File: src/rtl/muldiv_pkg.sv
// Shared encodings for the RV32M-style iterative multiply/divide unit:
// FSM states, the M-extension Funct7 tag and the Funct3 operation codes.
package muldiv_pkg;

    typedef enum logic [1:0] {
        IDLE = 2'd0,
        CALC = 2'd1,
        DONE = 2'd2
    } state_t;

    localparam logic [6:0] FUNCT7_MULDIV = 7'b0000001;

    localparam logic [2:0] F3_MUL    = 3'b000;
    localparam logic [2:0] F3_MULH   = 3'b001;
    localparam logic [2:0] F3_MULHSU = 3'b010;
    localparam logic [2:0] F3_MULHU  = 3'b011;
    localparam logic [2:0] F3_DIV    = 3'b100;
    localparam logic [2:0] F3_DIVU   = 3'b101;
    localparam logic [2:0] F3_REM    = 3'b110;
    localparam logic [2:0] F3_REMU   = 3'b111;

endpackage

File: src/rtl/rv_muldiv_unit.sv
// Iterative RV32M multiply/divide unit: radix-2 shift-add multiply and
// restoring divide on operand magnitudes, signs re-applied when loading Result.
//   state | meaning
//   IDLE  | waiting for an accepted start
//   CALC  | one multiply/divide iteration per cycle, WIDTH iterations
//   DONE  | Result valid, done pulses for this single cycle
module rv_muldiv_unit #(
    parameter int WIDTH = 32
) (
    input  logic             clk,
    input  logic             reset,
    input  logic             start,
    input  logic             flush,
    input  logic [6:0]       Funct7,
    input  logic [2:0]       Funct3,
    input  logic [WIDTH-1:0] SrcA,
    input  logic [WIDTH-1:0] SrcB,
    output logic             busy,
    output logic             done,
    output logic [WIDTH-1:0] Result
);
    import muldiv_pkg::*;

    localparam int CNT_W = $clog2(WIDTH + 1);
    localparam logic [CNT_W-1:0] CNT_ONE  = CNT_W'(1);
    localparam logic [CNT_W-1:0] CNT_LAST = CNT_W'(WIDTH - 1);
    localparam logic [WIDTH-1:0] MIN_NEG  = {1'b1, {(WIDTH-1){1'b0}}};

    function automatic logic [WIDTH-1:0] magnitude(input logic [WIDTH-1:0] v,
                                                   input logic is_signed);
        return (is_signed && v[WIDTH-1]) ? -v : v;
    endfunction

    state_t           state_q, state_d;
    logic [2:0]       op_q, op_d;
    logic             neg_q, neg_d;
    logic [WIDTH-1:0] b_q, b_d;
    logic [WIDTH-1:0] hi_q, hi_d;
    logic [WIDTH-1:0] lo_q, lo_d;
    logic [CNT_W-1:0] cnt_q, cnt_d;
    logic [WIDTH-1:0] result_q, result_d;

    logic             a_signed, b_signed, sign_a, sign_b, neg_in;
    logic             div_zero, div_ovf, accept;
    logic [WIDTH-1:0] mag_a, mag_b, special_res;

    logic [WIDTH:0]     mul_sum, div_shift, div_trial;
    logic [WIDTH-1:0]   step_hi, step_lo;
    logic [2*WIDTH-1:0] prod, prod_s;
    logic [WIDTH-1:0]   quo_s, rem_s, final_res;

    // Operand decode for the start request
    always_comb begin
        a_signed = (Funct3 == F3_MULH) || (Funct3 == F3_MULHSU) ||
                   (Funct3 == F3_DIV)  || (Funct3 == F3_REM);
        b_signed = (Funct3 == F3_MULH) || (Funct3 == F3_DIV) || (Funct3 == F3_REM);
        sign_a   = a_signed & SrcA[WIDTH-1];
        sign_b   = b_signed & SrcB[WIDTH-1];
        neg_in   = (Funct3 == F3_REM) ? sign_a : (sign_a ^ sign_b);
        mag_a    = magnitude(SrcA, a_signed);
        mag_b    = magnitude(SrcB, b_signed);
        div_zero = Funct3[2] && (SrcB == '0);
        div_ovf  = ((Funct3 == F3_DIV) || (Funct3 == F3_REM)) &&
                   (SrcA == MIN_NEG) && (SrcB == '1);
        accept   = (state_q == IDLE) && start && !flush && (Funct7 == FUNCT7_MULDIV);

        special_res = '0;
        if (div_zero) begin
            special_res = Funct3[1] ? SrcA : '1;
        end else if (div_ovf) begin
            special_res = Funct3[1] ? '0 : SrcA;
        end
    end

    // One iteration of either datapath, from the current registers
    always_comb begin
        mul_sum   = {1'b0, hi_q} + (lo_q[0] ? {1'b0, b_q} : '0);
        div_shift = {hi_q, lo_q[WIDTH-1]};
        div_trial = div_shift - {1'b0, b_q};

        if (op_q[2]) begin
            if (!div_trial[WIDTH]) begin
                step_hi = div_trial[WIDTH-1:0];
                step_lo = {lo_q[WIDTH-2:0], 1'b1};
            end else begin
                step_hi = div_shift[WIDTH-1:0];
                step_lo = {lo_q[WIDTH-2:0], 1'b0};
            end
        end else begin
            step_hi = mul_sum[WIDTH:1];
            step_lo = {mul_sum[0], lo_q[WIDTH-1:1]};
        end

        prod   = {step_hi, step_lo};
        prod_s = neg_q ? -prod : prod;
        quo_s  = neg_q ? -step_lo : step_lo;
        rem_s  = neg_q ? -step_hi : step_hi;

        if (op_q[2]) begin
            final_res = op_q[1] ? rem_s : quo_s;
        end else if (op_q == F3_MUL) begin
            final_res = prod_s[WIDTH-1:0];
        end else begin
            final_res = prod_s[2*WIDTH-1:WIDTH];
        end
    end

    always_comb begin
        state_d  = state_q;
        op_d     = op_q;
        neg_d    = neg_q;
        b_d      = b_q;
        hi_d     = hi_q;
        lo_d     = lo_q;
        cnt_d    = cnt_q;
        result_d = result_q;

        unique case (state_q)
            IDLE: begin
                if (accept) begin
                    op_d  = Funct3;
                    neg_d = neg_in;
                    cnt_d = '0;
                    if (div_zero || div_ovf) begin
                        result_d = special_res;
                        state_d  = DONE;
                    end else begin
                        b_d     = mag_b;
                        hi_d    = '0;
                        lo_d    = mag_a;
                        state_d = CALC;
                    end
                end
            end
            CALC: begin
                if (flush) begin
                    state_d = IDLE;
                end else begin
                    hi_d  = step_hi;
                    lo_d  = step_lo;
                    cnt_d = cnt_q + CNT_ONE;
                    if (cnt_q == CNT_LAST) begin
                        result_d = final_res;
                        state_d  = DONE;
                    end
                end
            end
            DONE: begin
                state_d = IDLE;
            end
            default: begin
                state_d = IDLE;
            end
        endcase
    end

    always_ff @(posedge clk) begin
        if (reset) begin
            state_q  <= IDLE;
            op_q     <= '0;
            neg_q    <= 1'b0;
            b_q      <= '0;
            hi_q     <= '0;
            lo_q     <= '0;
            cnt_q    <= '0;
            result_q <= '0;
        end else begin
            state_q  <= state_d;
            op_q     <= op_d;
            neg_q    <= neg_d;
            b_q      <= b_d;
            hi_q     <= hi_d;
            lo_q     <= lo_d;
            cnt_q    <= cnt_d;
            result_q <= result_d;
        end
    end

    assign busy   = (state_q != IDLE);
    assign done   = (state_q == DONE);
    assign Result = result_q;

endmodule
File: config.mk
export PLATFORM = sky130hd
export DESIGN_NAME = rv_muldiv_unit
export DESIGN_NICKNAME = d
export VERILOG_FILES = /design/src/rtl/muldiv_pkg.sv /design/src/rtl/rv_muldiv_unit.sv
export SDC_FILE = /design/constraint.sdc
export NUM_CORES = 1
export LEC_CHECK = 0
export BUFFER_PORTS_ARGS = -buffer_cell sky130_fd_sc_hd__buf_4
export CELL_PAD_IN_SITES_DETAIL_PLACEMENT = 1
export CELL_PAD_IN_SITES_GLOBAL_PLACEMENT = 1
export CORE_ASPECT_RATIO = 0.75
export CORE_MARGIN = 8
export CORE_UTILIZATION = 34
export CTS_CLUSTER_DIAMETER = 80
export DETAILED_ROUTE_END_ITERATION = 16
export MAX_ROUTING_LAYER = met4
export PLACE_DENSITY_LB_ADDON = 0.1
export SLEW_MARGIN = 10
export SYNTH_ARGS = -nofsm -noshare
export SYNTH_HDL_FRONTEND = slang
export SYNTH_SLANG_ARGS = --single-unit
File: constraint.sdc
create_clock -name clk -period 7.7 [get_ports clk]
set_clock_uncertainty 0.15 [all_clocks]
set_input_delay 0.77 -clock clk [delete_from_list [all_inputs] [get_ports clk]]
set_output_delay 0.77 -clock clk [all_outputs]
set_load 0.01 [all_outputs]
==> results of run 1 <==
==> cell usage in the layout (no fill, tap or decap), types with 14 or more instances in the layout <==
cell type / instances
nor2_1: 273
nand2_1: 222
a21oi_1: 214
o21ai_0: 156
buf_4: 148
dfxtp_1: 138
xnor2_1: 107
ha_1: 70
inv_1: 68
xor2_1: 64
a211oi_1: 63
nand3_1: 54
nor3_1: 50
and2_1: 42
mux2i_1: 35
o211ai_1: 34
nand4_1: 32
nor4_1: 29
a22oi_1: 29
a31oi_1: 28
o41ai_1: 27
o31ai_1: 27
or3_1: 25
a21o_1: 22
clkbuf_16: 17
o21a_1: 15
or2_2: 14
==> power breakdown <==
group          total [µW]  switching, µW  leakage (µW)  internal [µW]
Clock                 841            403      0.000261            439
Combinational         206            130       0.00524           75.9
Sequential            725          0.962       0.00113            724
Total                1770            534       0.00663           1240
==> area by class of cell <==
cell class | count | area share [%]
flip-flops and latches | 140 | 16.1
inverters | 70 | 1.50
clock buffers | 20 | 2.67
well taps | 595 | 4.26
clock inverters | 12 | 0.501
diodes | 1 | 0.0143
multi-input cells | 1889 | 68.6
repair buffers | 148 | 6.36
==> critical path, cell delays in order (launching register included) <==
cell and delay, ps:
dfxtp_1 330, inv_1 80, ha_1 150, inv_1 60, fa_1 410, a21o_1 210, a221o_1 460, a22o_1 290
o21a_2 320, nand2_1 140, o211a_1 190, ha_1 280, inv_1 140, or4_1 600, or3_1 510, nor2_2 280
nand2_1 180, nand2_1 130, nand3_1 220, or4_4 520, nor4_2 300, mux2i_1 120, a211o_1 300, a311oi_1 210
==> cells by family after synthesis <==
group	Yosys count	share of synthesized area (%)
multiplexers	48	3.24
AND/OR/NAND/NOR	835	25.5
buffers and inverters	226	5.89
XOR/XNOR	171	9.56
flip-flops	140	17.9
AO/OA/AOI/OAI	763	32.1
adder cells (fa/ha/maj)	72	5.84
==> worst paths after layout <==
path / to / slack, ps / start
worst min-delay path: b_q[17]$_SDFFE_PP0P_ / 330 / b_q[17]$_SDFFE_PP0P_
worst max-delay path: Result[30]$_SDFFE_PP0P_ / 1030 / lo_q[31]$_SDFFE_PP0P_
worst max register to register: Result[30]$_SDFFE_PP0P_ / 1030 / lo_q[31]$_SDFFE_PP0P_
worst min register to register: b_q[17]$_SDFFE_PP0P_ / 330 / b_q[17]$_SDFFE_PP0P_
==> stage by stage <==
step	hold slack (ps)	setup slack [ps]	power (µW)	cell area [µm²]	utilization, %
after global routing	340	824	1820	17500	38.2
after floorplan	290	2120	851	15700	-
after detailed placement	316	1180	943	16900	36.9
final	325	1030	1770	17500	38.2
after CTS	326	1180	1770	17500	38.2
after global placement	299	1420	941	16900	36.9
==> routing by layer <==
metal / global-route usage [%] / vias to the layer above
li1: - / 8340
met1: 43.8 / 9153
met2: 39.2 / 805
met3: 9.07 / 78
met4: 5.98 / 0
met5: - / -
==> state kept, by name, indices dropped and copies added, names as in the netlist <==
name / count
b_q: 32
hi_q: 32
Result: 32
neg_q: 1
op_q: 3
lo_q: 32
state_q: 2
cnt_q: 6
==> results.py, run 1 <==
metrics = {
    "outcome": {
        "status": "finished, final reports clean",
    },
    "synthesis": {
        "synth_common_cells": "nor2_1, nand2_1, a21oi_1",
        "ys_async_sr_fraction_pct": 0,
        "synth_top_cell_by_area": "dfxtp_1",
        "synth.top_cells.by_area": "dfxtp_1, a21oi_1, nor2_1",
        "synth-seq-area-share_pct": 17.9,
        "synth_top_area_share_pct": 17.9,
        "synth_most_common_cell": "nor2_1",
        "synth_cells": 2255,
        "synth_nets": 2405,
        "ys.warnings.count": 0,
        "yosys_register_bits": 140,
        "yosysUniqueCellTypes": 98,
        "synth_edf_count": 0,
        "syn_avg_cell_area_um2": 6.95,
        "synth_ff_type": "dfxtp_1",
        "synth_area_um2": 15700,
    },
    "timing": {
        "fmax_mhz": 150,
        "tightest_slew_ps": 1180,
        "fin_crit_ps": 6670,
        "drv_slew": 0,
        "period_share_pct": 86.6,
        "setup_violations": 0,
        "relSlewSlack_pct": 20.2,
        "grt_setup_unrepaired": "false",
        "hold_violations": 0,
        "fin_tns_setup_ps": 0,
    },
    "clock_network": {
        "insertion_delay_ps": 480,
        "cts_setup_buffers": 0,
        "clock_path_buffers": 2,
        "cts_num_sinks": 140,
        "root_buffer": "clkbuf_16",
        "cts_tree": "done",
        "cts-resized-gates": 0,
        "clk_pin_slew_ps": 70,
        "cts_made_buffers": 17,
        "htree_levels": 4,
        "ctsHoldBuffers": 0,
    },
    "global_routing": {
        "track_usage_pct": 29.8,
        "antenna_found_initial": 4,
        "grt_pass1_vias": 17833,
        "grt_max_degree": 89,
        "grt_pass1_wl_um": 118000,
        "overflow": 0,
    },
    "finish": {
        "syn_to_final_growth_pct": 11.5,
        "fill_cells": 5762,
        "drive_above_1_share_pct": 11.1,
        "stdcell_count": 2875,
        "multiInputGateArea_um2": 12000,
        "nets": 2416,
        "seq_area_um2": 2810,
    },
    "critical_path": {
        "worstPathRequired_ps": 7930,
        "cp-start-kind": "flip-flop",
        "reg2reg_depth": 23,
        "cp-end-kind": "flip-flop",
        "crit_fanout": 12,
        "crit_arrival_ps": 6900,
        "crit_type": "flip-flop to flip-flop",
    },
    "routing": {
        "wl_met3_um": 8410,
        "postRouteAntennaNets": 0,
        "drc": 0,
        "vias_per_cell": 6.39,
        "num_vias": 18376,
        "firstDrtPassIters": 6,
        "post_drt_wl_per_cell_um": 28.1,
        "routed_wl_um": 80600,
        "drtIter0Drc": 1910,
        "highest_layer": "met4",
        "wl_met1_um": 39700,
        "met2WireLength_um": 31200,
    },
    "placed_design": {
        "gp_congestion": 0.948,
        "io_buffers": 111,
        "dp.cells": 2842,
        "dp_hpwl_um": 63600,
    },
    "die": {
        "std_cell_rows": 68,
        "top_level_ports": 112,
        "coreArea_um2": 45800,
        "die_h_um": 202,
        "initial_utilization_pct": 34.2,
        "chipWidth_um": 264,
        "die-area_um2": 53300,
    },
    "min_path": {
        "whs_path_depth": 2,
        "min_path_type": "flip-flop to flip-flop",
    },
    "run": {
        "max-cap-violations": 0,
    },
    "power_and_ir_drop": {
        "power_leakage_uw": 0.00663,
        "power_density_nw_per_um2": 101,
        "irDropWorstVdd_uv": 137,
    },
}
(Power assumes the default switching activity.)
==> run 2, diff against run 1 <==
--- a/config.mk
+++ b/config.mk
@@ -15,6 +15,7 @@
 export DETAILED_ROUTE_END_ITERATION = 16
 export MAX_ROUTING_LAYER = met4
 export PLACE_DENSITY_LB_ADDON = 0.1
+export RECOVER_POWER = 100
 export SLEW_MARGIN = 10
 export SYNTH_ARGS = -nofsm -noshare
 export SYNTH_HDL_FRONTEND = slang
==> constraint.sdc (replaced) <==
create_clock -name clk -period 7.3 [get_ports clk]
set_clock_uncertainty 0.15 [all_clocks]
set_input_delay 0.73 -clock clk [delete_from_list [all_inputs] [get_ports clk]]
set_output_delay 0.73 -clock clk [all_outputs]
set_load 0.01 [all_outputs]
==> run 2 against run 1 <==
  * The run now ends with capacitance limit, slew limit left
  * Design area decreased by 0.34%
  * Critical endpoint is now Result[12]$_SDFFE_PP0P_
  * Critical path depth is 3 lower
  * Setup slack worse by 460 ps
  * Cell count increased by 0.28%
  * Sequential share of layout area is 0.054 points higher
  * Total power up 11%
  * Combinational power rose by 3%
  * Sequential power rose by 5.4%
  * Die area did not move
  * Routed wire length is 0.99% lower
==> results.py, run 2 (synthesized netlist as in run 1, its figures left out) <==
metrics = {
    "timing": {
        "relSlewSlack_pct": -21.8,
        "grt_setup_unrepaired": "false",
        "period_share_pct": 92.1,
        "drv_slew": 74,
        "fin_crit_ps": 6730,
        "setup_violations": 0,
        "fin_tns_setup_ps": 0,
        "hold_violations": 0,
        "tightest_slew_ps": 1820,
        "fmax_mhz": 149,
    },
    "power_and_ir_drop": {
        "p_switching_uw": 564,
        "power.share.clock_pct": 50.2,
        "switching_share_pct": 28.8,
        "total_power_uw": 1960,
        "internal_power_uw": 1400,
        "power_frac_seq_pct": 39.0,
        "power_leakage_uw": 0.00653,
        "power_frac_comb_pct": 10.8,
        "irDropWorstVdd_uv": 164,
        "power_density_nw_per_um2": 113,
    },
    "routing": {
        "firstDrtPassIters": 5,
        "postRouteAntennaNets": 0,
        "drtIter0Drc": 2076,
        "num_vias": 18278,
        "vias_per_cell": 6.34,
        "drc": 0,
        "post_drt_wl_per_cell_um": 27.7,
        "routed_wl_um": 79900,
    },
    "die": {
        "die_h_um": 202,
        "initial_utilization_pct": 34.2,
        "die-area_um2": 53300,
        "top_level_ports": 112,
        "chipWidth_um": 264,
        "std_cell_rows": 68,
        "coreArea_um2": 45800,
    },
    "run": {
        "max-cap-violations": 2,
    },
    "global_routing": {
        "track_usage_pct": 29.8,
        "grt_max_degree": 89,
        "antenna_found_initial": 1,
        "grt_pass1_vias": 17919,
        "grt_pass1_wl_um": 119000,
        "overflow": 0,
    },
    "critical_path": {
        "crit_arrival_ps": 6960,
        "r2r-end": "Result[12]$_SDFFE_PP0P_",
        "cp-end-kind": "flip-flop",
        "reg2reg_depth": 20,
        "crit_type": "flip-flop to flip-flop",
        "rrSetupSlack_ps": 570,
        "cp-start-kind": "flip-flop",
        "r2r-start": "lo_q[31]$_SDFFE_PP0P_",
        "crit_fanout": 17,
        "startpoint": "lo_q[31]$_SDFFE_PP0P_",
        "worstPathRequired_ps": 7530,
        "cp-endpoint": "Result[12]$_SDFFE_PP0P_",
    },
    "placed_design": {
        "gp_congestion": 0.952,
        "io_buffers": 111,
        "dp_hpwl_um": 63300,
    },
    "clock_network": {
        "ctsHoldBuffers": 0,
        "cts-resized-gates": 0,
        "insertion_delay_ps": 470,
        "cts_tree": "done",
        "htree_levels": 4,
        "cts_setup_buffers": 0,
        "clk_pin_slew_ps": 80,
        "clock_path_buffers": 2,
        "cts_num_sinks": 140,
        "cts_made_buffers": 17,
        "root_buffer": "clkbuf_16",
    },
    "finish": {
        "syn_to_final_growth_pct": 11.1,
        "nets": 2424,
        "final_cell_mix": "nor2_1, nand2_1, a21oi_1",
        "drive_above_1_share_pct": 9.36,
        "fill_cells": 5768,
        "final_common_cell": "nor2_1",
    },
    "outcome": {
        "status": "finished, violations left",
        "violations": "capacitance limit, slew limit",
    },
    "min_path": {
        "min_path_type": "flip-flop to flip-flop",
    },
}
## run 2: cell count changes in the layout (fill, tap and decap cells not counted), moves of 2 or more
cell	before	now
bufinv_16	0	3
clkinvlp_4	5	1
clkbuf_8	3	1
clkbuf_1	0	37
clkinv_4	1	4
clkinv_2	3	1
buf_4	148	118
## run 2: critical path, stage by stage, from the launching register on
cell and delay [ps]:
dfxtp_1 320, inv_1 80, ha_1 170, inv_1 60, fa_1 400, a21o_1 210, a221o_1 300, buf_4 180
a22o_1 240, o21ai_2 430, nand3_1 790, a41oi_1 490, nand2_1 200, inv_1 230, ha_1 360, nand3_1 370
or2_1 510, o21ai_0 370, o221a_2 270, o221ai_1 190, a311oi_1 300
## run 2: metal layers
metal | global-route usage, % | part of all wire (%) | routed length (µm)
met5 | - | 0 | 0
met4 | 5.49 | 1.4 | 1110
met3 | 6.87 | 9.7 | 7740
met2 | 39.3 | 39 | 30900
met1 | 45.1 | 50 | 40100
## run 2: cell type report
| class | instances | area, µm² | share of cell area, % |
|---|---|---|---|
| timing repair buffer | 156 | 1030 | 5.93 |
| clock inverter | 14 | 184 | 1.06 |
| clock buffer | 18 | 439 | 2.52 |
| antenna | 1 | 2.50 | 0.0144 |
| sequential | 140 | 2810 | 16.1 |
| inverter | 70 | 263 | 1.51 |
| tap | 595 | 744 | 4.28 |
| multi-input combinational | 1889 | 11900 | 68.6 |
## run 2: power groups by stage
stage / sequential (µW) / combinational (µW) / clock [µW]
after floorplan: 782 / 115 / 0
after global placement: 782 / 210 / 0
after detailed placement: 782 / 211 / 0
after CTS: 764 / 212 / 1000
after global routing: 764 / 230 / 1030
final: 764 / 213 / 985
## run 2: how the worst min path moves through the flow
| stage | from | end | slack (ps) | depth (start not counted) |
|---|---|---|---|---|
| after floorplan | b_q[10]$_SDFFE_PP0P_ | b_q[10]$_SDFFE_PP0P_ | 290 | 2 |
| after global placement | b_q[29]$_SDFFE_PP0P_ | b_q[29]$_SDFFE_PP0P_ | 310 | 2 |
| after detailed placement | b_q[27]$_SDFFE_PP0P_ | b_q[27]$_SDFFE_PP0P_ | 310 | 2 |
| after CTS | b_q[27]$_SDFFE_PP0P_ | b_q[27]$_SDFFE_PP0P_ | 320 | 2 |
| after global routing | b_q[27]$_SDFFE_PP0P_ | b_q[27]$_SDFFE_PP0P_ | 340 | 2 |
| final | b_q[19]$_SDFFE_PP0P_ | b_q[19]$_SDFFE_PP0P_ | 330 | 2 |
## run 2: stage by stage
stage	std cells	cell area, µm²	hold WS, ps	utilization, %	setup slack [ps]
after floorplan	2255	15700	290	-	1720
after global placement	2850	17000	307	37.1	1030
after detailed placement	2850	17000	314	37.1	896
after CTS	2882	17600	324	38.4	870
after global routing	2882	17400	338	38.0	267
final	2883	17400	328	38.0	574
